$ cat config.mk
export PLATFORM = sky130hd
export DESIGN_NAME = serial_transmitter
export DESIGN_NICKNAME = d
export VERILOG_FILES = /design/src/rtl/serial_pkg.sv /design/src/rtl/serial_bit_timer.sv /design/src/rtl/serial_transmitter.sv
export SDC_FILE = /design/constraint.sdc
export NUM_CORES = 1
export LEC_CHECK = 0
export BUFFER_PORTS_ARGS = -buffer_cell sky130_fd_sc_hd__buf_2
export CAP_MARGIN = 20
export CORE_ASPECT_RATIO = 1.25
export CORE_MARGIN = 2
export CORE_UTILIZATION = 55
export DETAILED_ROUTE_END_ITERATION = 10
export PLACE_DENSITY = 0.74
export SLEW_MARGIN = 20
export SYNTH_ARGS = -nofsm -noshare
export SYNTH_HDL_FRONTEND = slang
export SYNTH_SLANG_ARGS = --single-unit
$ cat constraint.sdc
create_clock -name clk -period 4.5 [get_ports clk]
set_input_delay 0.45 -clock clk [delete_from_list [all_inputs] [get_ports clk]]
set_output_delay 0.45 -clock clk [all_outputs]
set_load 0.01 [all_outputs]
$ cat src/rtl/serial_pkg.sv
// serial_pkg: shared width, line levels, tx state encoding and even-parity helper for the serial link
package serial_pkg;
  localparam int SER_DATA_W = 7;
  localparam logic SER_START_LVL = 1'b0;
  localparam logic SER_IDLE_LVL = 1'b1;
  typedef enum logic [2:0] {IDLE, START, DATA, PARITY, STOP} tx_state_e;
  function automatic logic even_parity(input logic [SER_DATA_W-1:0] d);
    return ^d;
  endfunction
endpackage

$ cat src/rtl/serial_bit_timer.sv
// serial_bit_timer: counts clocks within one frame bit and flags the last clock of that bit
// ports: clk, rstn (async active-low), clear (hold counter at 0), bit_end (counter at CLKS_PER_BIT-1)
module serial_bit_timer #(
  parameter int CLKS_PER_BIT = 1
) (
  input  logic clk,
  input  logic rstn,
  input  logic clear,
  output logic bit_end
);
  localparam int CW = CLKS_PER_BIT > 1 ? $clog2(CLKS_PER_BIT) : 1;
  logic [CW-1:0] cnt;
  assign bit_end = cnt == CW'(CLKS_PER_BIT - 1);
  always_ff @(posedge clk or negedge rstn)
    if (!rstn) cnt <= '0;
    else cnt <= clear || bit_end ? '0 : cnt + 1'b1;
endmodule

$ cat src/rtl/serial_transmitter.sv
// serial_transmitter: 7-bit LSB-first serialiser, frame = start, d0..d6, even parity, STOP_BITS stops
// ports: clk, rstn (async active-low), data_in/valid/ready (producer handshake),
//        serial_out (registered line, idles at 1), busy (frame in progress), tx_done (last stop-bit cycle)
// option: define TX_HOLD_BUF_EN for a one-entry holding buffer giving back-to-back frames
module serial_transmitter
  import serial_pkg::*;
#(
  parameter int CLKS_PER_BIT = 1,
  parameter int STOP_BITS = 1
) (
  input  logic                  clk,
  input  logic                  rstn,
  input  logic [SER_DATA_W-1:0] data_in,
  input  logic                  valid,
  output logic                  ready,
  output logic                  serial_out,
  output logic                  busy,
  output logic                  tx_done
);
  tx_state_e state, state_nxt;
  logic [2:0] idx, idx_nxt;
  logic [SER_DATA_W-1:0] shift, shift_nxt, src;
  logic par, par_nxt, bit_end, accept, fin, load, last_stop, ready_nxt, so_nxt;
  serial_bit_timer #(.CLKS_PER_BIT(CLKS_PER_BIT)) u_timer (
    .clk(clk),
    .rstn(rstn),
    .clear(state == IDLE),
    .bit_end(bit_end)
  );
  assign accept = valid && ready;
  assign last_stop = idx == 3'(STOP_BITS - 1);
  assign fin = state == STOP && bit_end && last_stop;
  assign tx_done = fin;
`ifdef TX_HOLD_BUF_EN
  logic buf_full, buf_full_nxt;
  logic [SER_DATA_W-1:0] buf_data;
  // a word arriving on the final stop edge with an empty buffer chains directly, like a buffered one
  assign load = (state == IDLE && accept) || (fin && (buf_full || accept));
  assign src = buf_full ? buf_data : data_in;
  assign buf_full_nxt = accept && state != IDLE && !fin ? 1'b1 : fin ? 1'b0 : buf_full;
  assign ready_nxt = !buf_full_nxt;
  always_ff @(posedge clk or negedge rstn)
    if (!rstn) begin
      buf_full <= 1'b0;
      buf_data <= '0;
    end else begin
      buf_full <= buf_full_nxt;
      buf_data <= buf_full_nxt && !buf_full ? data_in : buf_data;
    end
`else
  assign load = state == IDLE && accept;
  assign src = data_in;
  assign ready_nxt = state_nxt == IDLE;
`endif
  always_comb begin
    state_nxt = state;
    idx_nxt = idx;
    case (state)
      START: if (bit_end) begin
        state_nxt = DATA;
        idx_nxt = '0;
      end
      DATA: if (bit_end) begin
        state_nxt = idx == 3'(SER_DATA_W - 1) ? PARITY : DATA;
        idx_nxt = idx == 3'(SER_DATA_W - 1) ? 3'd0 : idx + 3'd1;
      end
      PARITY: if (bit_end) begin
        state_nxt = STOP;
        idx_nxt = '0;
      end
      STOP: if (bit_end) begin
        state_nxt = last_stop ? IDLE : STOP;
        idx_nxt = last_stop ? 3'd0 : idx + 3'd1;
      end
      default: ;
    endcase
    if (load) begin
      state_nxt = START;
      idx_nxt = '0;
    end
  end
  assign shift_nxt = load ? src : shift;
  assign par_nxt = load ? even_parity(src) : par;
  // the line flop is loaded with the bit of the state being entered, so it tracks the FSM without lag
  assign so_nxt = state_nxt == START ? SER_START_LVL :
                  state_nxt == DATA ? shift_nxt[idx_nxt] :
                  state_nxt == PARITY ? par_nxt : SER_IDLE_LVL;
  always_ff @(posedge clk or negedge rstn)
    if (!rstn) begin
      state <= IDLE;
      idx <= '0;
      shift <= '0;
      par <= 1'b0;
      serial_out <= SER_IDLE_LVL;
      ready <= 1'b1;
      busy <= 1'b0;
    end else begin
      state <= state_nxt;
      idx <= idx_nxt;
      shift <= shift_nxt;
      par <= par_nxt;
      serial_out <= so_nxt;
      ready <= ready_nxt;
      busy <= state_nxt != IDLE;
    end
endmodule
==> results of run 1 <==
-- metal layers --
layer / up-vias / global-route usage
met2: 12 / 0.316
li1: 372 / -
met3: 2 / 0.0168
met4: 0 / 0.0960
met1: 374 / 0.228
met5: - / 0
-- through the flow --
step	utilization	std cells
2_1_floorplan	-	98
3_3_place_gp	0.593	127
3_5_place_dp	0.593	127
4_1_cts	0.612	131
5_1_grt	0.612	131
6_report	0.612	131
-- cell type report --
type / instances / area (µm²)
well taps: 20 / 25.0
fillers: 170 / 752
multi-input cells: 70 / 583
flip-flops and latches: 18 / 453
repair buffers: 13 / 65.1
clock buffers: 4 / 36.3
inverters: 6 / 22.5
-- power breakdown --
group | internal, mW | switching [mW]
sequential | 0.242 | 0.0692
combinational | 0.210 | 0.199
clock | 0.0493 | 0.0478
total | 0.500 | 0.316
-- registers in the layout, summed over array words and instances (netlist names) --
signal	flops
u_timer.cnt	1
serial_out	1
par	1
ready	1
busy	1
shift	7
idx	3
state	3
-- logic make-up (layout without fill, tap and decap cells) --
family                   Yosys count  count (layout)  share of synthesized area
other                              1               1                    0.00342
flip-flops                        18              18                      0.413
multiplexers                      12              12                      0.121
AO/OA/AOI/OAI                     18              18                      0.160
adder cells (fa/ha/maj)            3               3                     0.0343
XOR/XNOR                           7               7                     0.0559
buffers and inverters             10              23                     0.0548
AND/OR/NAND/NOR                   29              29                      0.158
-- critical path, stage by stage (launching register included) --
cell	delay, ns
dfrtp_1	0.52
nor2_1	0.19
and4b_4	0.38
mux2_2	0.38
mux2_2	0.28
a221oi_2	0.29
a211oi_2	0.07
-- cell usage after synthesis --
cell type,n
inv_2,2
or2_2,1
and4b_4,1
o211ai_1,3
ha_1,3
nor2b_1,3
buf_6,2
or2b_1,1
a21oi_1,3
a211oi_2,1
nand3b_1,1
nand3_1,1
o21ai_0,1
dfrtp_1,16
dfstp_2,2
nand2_1,5
and2b_2,1
xnor2_1,5
nand3_2,1
a22oi_4,1
mux2_2,10
a41oi_1,1
a221oi_2,1
a2bb2oi_1,1
o21ai_1,1
nand2_2,1
a211oi_1,1
nor3_1,1
o41ai_1,1
mux2i_1,2
conb_1,1
or3_1,3
o2bb2ai_4,1
xor2_1,2
a311oi_1,1
nand2b_2,1
inv_1,4
buf_4,2
nand4bb_1,1
o311ai_1,1
nor2_1,7
-- worst max-delay path by stage --
stage               depth (start not counted)  slack, ns      from          to
finish                                      6       2.31  state[1]  serial_out
global route                                6       2.17  state[1]  serial_out
CTS                                         6       2.30  state[1]  serial_out
detailed placement                          6       2.32  state[1]  serial_out
global placement                            6       2.34  state[1]  serial_out
floorplan                                   7       2.55    idx[0]  serial_out
==> results.toml, run 1 <==
[critical_path]
cp-start-kind = "flip-flop"
worstReg2RegStart = "state[1]"
cp_max_fo = 13
r2r-end = "serial_out"
crit_arrival_ns = 2.40
end_kind = "flip-flop"
rr_worst_depth = 6
rrSetupSlack_ns = 2.31
path_class = "reg2reg"
required_ns = 4.72

[die]
io_pins = 14
core_region_area_um2 = 1940
core.rowCount = 18
die-area_um2 = 2370
dieHeight_um = 53.9
start_util = 0.566
die_w_um = 43.9

[place]
dp_slack_ns = 2.32
place.detailed.hpwl_mm = 1.44
place_congestion = 0.779
place_area_um2 = 1150
port_buffers = 13

[timing]
final.min_clock_period_ns = 2.19
fin_ws_ns = 2.31
fin_crit_sh = 0.486
worst_clock_skew_ns = 0.00336
rsz0062_at_grt = "no"
tns_ns = 0
fmax_ghz = 0.458
fin_hold_ws_ns = 0.0606
drv_slew = 0
setup_viol = 0
final_hold_viol_count = 0

[cts]
path_clk_slew_ns = 0.10
postCtsSetupBuffers = 0
htree_levels = 1
clock_latency_ns = 0.29
cts.sinks = 18
cts-root-buf = "clkbuf_4"
clk_path_buf_depth = 2
cts_tree = "done"
cts-buffers-inserted = 3
cts_resized = 0
postCtsHoldBufs = 0

[route]
drt-pass1-iter-count = 4
drcViolationCount = 0
ant_nets = 0
finalWirelength_mm = 1.86
wl_met1_um = 816
met3_wirelength_um = 43
vias = 760
met2_length_um = 985
drt-initial-drc-count = 14
avgViaCountPerCell = 5.80
top_layer_used = "met4"
wl_per_cell_um = 14.2

[yosys]
synth_area_um2 = 1100
synth_seq_cells = 18
synth.avg_cell_area_um2 = 11.2
syn-num-nets = 111
yosysSeqAreaShare = 0.413
ys_top_cells_by_area = "dfrtp_1 37%, mux2_2 10%, dfstp_2 4.8%, xnor2_1 4.0%, ha_1 3.4%"
yosysWarnings = 0
synth_top_cell_area_share = 0.365
yosys.area.top_type = "dfrtp_1"
synthCells = 98
synth_cell_types = 41

[finish]
layout_commonest_cell = "dfrtp_1"
syn_to_final_growth_pct = 8.11
post-route-cell-area_um2 = 1180
antenna_cells = 0
layout.nets = 125
drive_above_1_share = 0.369
mostFrequentLayoutCells = "16 x dfrtp_1, 13 x buf_2, 10 x mux2_2"

[power]
finalPower_uw = 816
leakage_nw = 0.518
power.density_nw_per_um2 = 689
irDropWorstVdd_mv = 0.375

[grt]
grt_pass1_vias = 736
antenna_found_initial = 0
track_usage = 0.184
overflow = 0
grt_max_degree = 19
grt_pass1_wl_mm = 3.17

[hold_path]
hold_class = "in2async"

[flow_run]
drv_cap = 0

[outcome]
status = "complete, no violations"
(Power assumes the default switching activity.)
==> run 2, diff against run 1 <==
--- a/config.mk
+++ b/config.mk
@@ -5,6 +5,7 @@
 export SDC_FILE = /design/constraint.sdc
 export NUM_CORES = 1
 export LEC_CHECK = 0
+export ABC_AREA = 1
 export BUFFER_PORTS_ARGS = -buffer_cell sky130_fd_sc_hd__buf_2
 export CAP_MARGIN = 20
 export CORE_ASPECT_RATIO = 1.25
==> constraint.sdc (replaced) <==
create_clock -name clk -period 2.3 [get_ports clk]
set_input_delay 0.23 -clock clk [delete_from_list [all_inputs] [get_ports clk]]
set_output_delay 0.23 -clock clk [all_outputs]
set_load 0.01 [all_outputs]
==> results.toml, run 2 <==
[die]
die_w_um = 45.3
core.rowCount = 18
io_pins = 14
core_region_area_um2 = 2000
die-area_um2 = 2520
start_util = 0.586
dieHeight_um = 55.7

[hold_path]
hold_class = "in2reg"
hold_end = "shift[3]"
hp-start = "data_in[3]"
holdPathStages = 3

[critical_path]
crit_start = "idx[0]"
worstPathCellList = "inv_1 -> ha_1 -> nand2_1 -> nand3_1 -> nand2_1 -> inv_1 -> nor2_4 -> nand2_1 -> nand2_1 -> nand3_1 -> nand2_1 -> nand2_1 -> nand3_1 -> nand2_1 -> nand2_1"
crit_arrival_ns = 2.12
end_kind = "flip-flop"
worstReg2RegStart = "idx[0]"
path_class = "reg2reg"
critPathSlowestCell = "dfrtp_1"
required_ns = 2.53
cp-start-kind = "flip-flop"
cp_common_cell = "nand2_1"
cp_max_fo = 7
rr_worst_depth = 15
critPathMaxStageDelay_ns = 0.41
r2r-end = "serial_out"
rrSetupSlack_ns = 0.41

[timing]
drv_slew = 0
tns_ns = 0
worst_clock_skew_ns = 0.00458
rsz0062_at_grt = "no"
fin_crit_sh = 0.824
final_hold_viol_count = 0
setup_viol = 0
final.min_clock_period_ns = 1.89
fmax_ghz = 0.528

[yosys]
yosys.area.top_type = "dfrtp_1"
synth_cell_types = 27
yosysSeqAreaShare = 0.386
synth_top_family_by_area = "simple AND/OR/NAND/NOR gates"
ys_top_cells_by_area = "dfrtp_1 34%, nand2_1 12%, inv_1 8.3%, nand3_1 7.2%, dfstp_2 4.5%"
yosys.area_share.adder = 0.0319
synthSimpleGateAreaFrac = 0.338
synth-xor-area-share = 0.0447
synth-main-ff-cell = "dfrtp_1"
synth_compound_area_frac = 0.100
synth_seq_cells = 18
async_flop_share = 1.00
yosysWarnings = 0
synth_edf_count = 0
yosysMostFrequentCell = "nand2_1"
synthMuxAreaShare = 0
synthCells = 153
synth_top_cell_area_share = 0.341
syn-num-nets = 166
synth_area_um2 = 1170
synth_common_cells = "38 x nand2_1, 26 x inv_1, 17 x nand3_1, 16 x dfrtp_1"
synth.avg_cell_area_um2 = 7.68

[power]
irDropWorstVdd_mv = 0.779
finalPower_mw = 1.69
leakage_nw = 0.695
power.density_nw_per_um2 = 1310

[grt]
track_usage = 0.205
grt_pass1_vias = 960
overflow = 0
antenna_found_initial = 0
grt_pass1_wl_mm = 3.93
grt_max_degree = 19

[route]
drt-initial-drc-count = 11
drcViolationCount = 0
vias = 986
met3_wirelength_um = 31
met2_length_mm = 1.25
ant_nets = 0
drt-pass1-iter-count = 4
wl_met1_um = 978
finalWirelength_mm = 2.29
avgViaCountPerCell = 5.19
wl_per_cell_um = 12.0
top_layer_used = "met4"

[cts]
cts_resized = 0
clock_latency_ns = 0.28
cts_tree = "done"
htree_levels = 1
cts-root-buf = "clkbuf_4"
path_clk_slew_ns = 0.10
cts-buffers-inserted = 3
cts.sinks = 18
clk_path_buf_depth = 2

[finish]
mostFrequentLayoutCells = "38 x nand2_1, 26 x inv_1, 17 x nand3_1"
drive_above_1_share = 0.218
regArea_um2 = 453
antenna_cells = 0
layout.nets = 184
layout_commonest_cell = "nand2_1"
top_regs = "shift (7), idx (3), state (3)"
fillCellCount = 184
largest_reg_flops = 7
regMostFlops = "shift"
multi_input_area_um2 = 608
finalNonFillerCells = 190
syn_to_final_growth_pct = 10.1

[place]
port_buffers = 13
place.detailed.hpwl_mm = 1.88
place_congestion = 0.846
placed_cells = 185

[outcome]
status = "complete, no violations"

[flow_run]
drv_cap = 0
run 2: cell count changes after synthesis, moves of 3 or more:
cell and change:
nand2_2 +5, nor2b_1 -3, nand3_1 +16, o21ai_2 +4, or3_1 -3, nand2_1 +33
o21ai_0 +7, inv_1 +22, mux2_2 -10, o211ai_1 -3, nand4_1 +3
run 2: critical path, delay by kind of cell (launching register included):
family        cells  cell delay, ns
simple gates     12            1.02
flops             1            0.41
fa+ha+maj         1            0.21
buf+inv           2            0.20
run 2: final cells by class:
class | count | share of cell area
well taps | 20 | 0.0193
clock buffers | 4 | 0.0203
flip-flops and latches | 18 | 0.350
multi-input cells | 106 | 0.470
repair buffers | 14 | 0.0580
inverters | 28 | 0.0822
run 2: layer usage:
metal,vias to the layer above,GRT usage
li1,514,-
met1,457,0.254
met2,11,0.363
met3,4,0.0130
met4,0,0.0672
met5,-,0
run 2: repair_timing:
action / 4_1_cts / 5_1_grt
hold endpoints to repair: 16 / 0
hold buffers: 1 / 0
endpoints found under the setup margin: 0 / 0
buffers inserted: 0 / 0
run 2: power breakdown:
group	leakage [nW]	switching, mW	total [mW]	internal [mW]
registers	0.204	0.0942	0.547	0.453
logic	0.476	0.645	0.989	0.343
clock network	0.0150	0.0888	0.156	0.0672
total	0.695	0.829	1.69	0.863
run 2: logic make-up (layout without fill, tap and decap cells):
| family | count (synthesis) | after routing |
|---|---|---|
| and+or+nand+nor | 78 | 78 |
| xor gates and xnor gates | 6 | 6 |
| other | 1 | 1 |
| buffers and inverters | 29 | 46 |
| DFF | 18 | 18 |
| adders and majority gates | 3 | 3 |
| AOI/OAI and AO/OA | 18 | 18 |
run 2: how the worst max path moves through the flow:
| stage | to | cells after the start |
|---|---|---|
| 2_1_floorplan | serial_out | 15 |
| 3_3_place_gp | serial_out | 15 |
| 3_5_place_dp | serial_out | 15 |
| 4_1_cts | serial_out | 15 |
| 5_1_grt | serial_out | 15 |
| 6_report | serial_out | 15 |
run 2: metrics by stage:
| step | hold WS (ns) | setup slack (ns) | utilization | cell area, µm² |
|---|---|---|---|---|
| 3_3_place_gp | 0.166 | 0.461 | 0.627 | 1260 |
| 5_1_grt | 0.191 | 0.188 | 0.645 | 1290 |
| 6_report | 0.194 | 0.406 | 0.645 | 1290 |
| 3_5_place_dp | 0.172 | 0.421 | 0.627 | 1260 |
| 4_1_cts | 0.190 | 0.383 | 0.645 | 1290 |
| 2_1_floorplan | -0.0656 | 0.685 | - | 1170 |
==> run 3, diff against run 2 <==
==> constraint.sdc (replaced) <==
create_clock -name clk -period 1.75 [get_ports clk]
set_input_delay 0.175 -clock clk [delete_from_list [all_inputs] [get_ports clk]]
set_output_delay 0.175 -clock clk [all_outputs]
set_load 0.01 [all_outputs]
==> results.toml, run 3 (synthesis gave the netlist of run 2 again) <==
[route]
avgViaCountPerCell = 5.29
drcViolationCount = 0
wl_per_cell_um = 12.6
drt-pass1-iter-count = 4
ant_nets = 0
vias = 1053
finalWirelength_mm = 2.51
drt-initial-drc-count = 36

[timing]
setup_viol = 0
rsz0062_at_grt = "yes"
fin_hold_ws_ns = 0.114
fin_crit_sh = 0.999
tns_ns = 0
worst_clock_skew_ns = 0.00164
drv_slew = 0
fmax_ghz = 0.572
final_hold_viol_count = 0
final.min_clock_period_ns = 1.75

[cts]
clock_latency_ns = 0.30
cts-buffers-inserted = 3
clk_path_buf_depth = 2
cts.sinks = 18
cts_tree = "done"
htree_levels = 1
path_clk_slew_ns = 0.10
cts-root-buf = "clkbuf_4"

[finish]
largest_reg_flops = 7
antenna_cells = 0
syn_to_final_growth_pct = 19.3
regMostFlops = "shift"
layout_commonest_cell = "nand2_1"
layout.nets = 193
drive_above_1_share = 0.307
mostFrequentLayoutCells = "36 x nand2_1, 25 x inv_1, 17 x nand3_1"
finalNonFillerCells = 199
top_regs = "shift (7), idx (3), state (3)"

[die]
start_util = 0.586
core.rowCount = 18
die-area_um2 = 2520
dieHeight_um = 55.7
die_w_um = 45.3
core_region_area_um2 = 2000
io_pins = 14

[critical_path]
cp_max_fo = 4
path_class = "reg2reg"
end_kind = "flip-flop"
rrSetupSlack_ns = 0.002
crit_arrival_ns = 2.00
required_ns = 2.00
rr_worst_depth = 14
cp-start-kind = "flip-flop"

[grt]
grt_pass1_vias = 1010
met3_usage = 0.0195
track_usage = 0.219
busiest_layer = "met2"
met1_usage = 0.252
antenna_found_initial = 0
grt_max_degree = 19
overflow = 0
grt_use_met2 = 0.396
grt_pass1_wl_mm = 4.10

[hold_path]
hold_class = "in2reg"
holdPathStages = 3

[power]
irDropWorstVdd_mv = 1.05
power.density_nw_per_um2 = 1780
finalPower_mw = 2.50
leakage_nw = 0.748

[place]
placed_cells = 189
place_congestion = 0.960
port_buffers = 13
place.detailed.hpwl_mm = 1.93

[flow_run]
drv_cap = 0

[outcome]
status = "complete, no violations"
## run 3: worst paths after layout
path                             from         end
max in group asynchronous        rstn  serial_out
setup / recovery               idx[1]  serial_out
setup reg to reg               idx[1]  serial_out
hold reg to reg                   par         par
min in group asynchronous        rstn    shift[4]
hold / removal             data_in[3]    shift[3]
## run 3: repair_timing
item                       in CTS  in global routing
gates cloned                    0                  0
setup buffers                   0                  5
hold endpoints to repair       16                  0
resized for setup               3                  8
pin swaps                       0                  8
hold buffers                    1                  0
setup endpoints to repair       1                  3
## run 3: metal layers
layer  part of all wire  routed length [µm]
met4              0.018                  45
met1               0.41                1020
met5                  0                   0
met3              0.023                  57
met2               0.55                1390
## run 3: power by group
group	leakage, nW	internal, mW	switching [mW]
Sequential	0.203	0.598	0.112
Clock	0.0210	0.127	0.131
Combinational	0.524	0.608	0.924
Total	0.748	1.33	1.17
## run 3: critical path, stage by stage, from the launching register on
cell     delay (ns)
dfrtp_1        0.42
inv_1          0.07
ha_2           0.18
nand2_2        0.07
nand2_1        0.06
nand2_1        0.04
nand3_1        0.07
nand4_1        0.22
nand3_1        0.16
nand3_1        0.09
nand2_1        0.08
nand2_1        0.06
nand3_1        0.08
nand2_1        0.05
nand2_1        0.06
## run 3: final cells by class
class / count / area (µm²)
repair buffers: 23 / 155
flip-flops and latches: 18 / 454
fillers: 174 / 603
well taps: 20 / 25.0
multi-input cells: 106 / 624
clock buffers: 4 / 36.3
inverters: 28 / 106
## run 3: metrics by stage
step | util | worst slack (ns) | instance area, µm²
finish | 0.699 | 0.00204 | 1400
global route | 0.699 | -0.142 | 1400
CTS | 0.667 | 0.0135 | 1340
detailed placement | 0.642 | -0.0473 | 1290
global placement | 0.642 | 0.00285 | 1290
floorplan | - | 0.135 | 1170
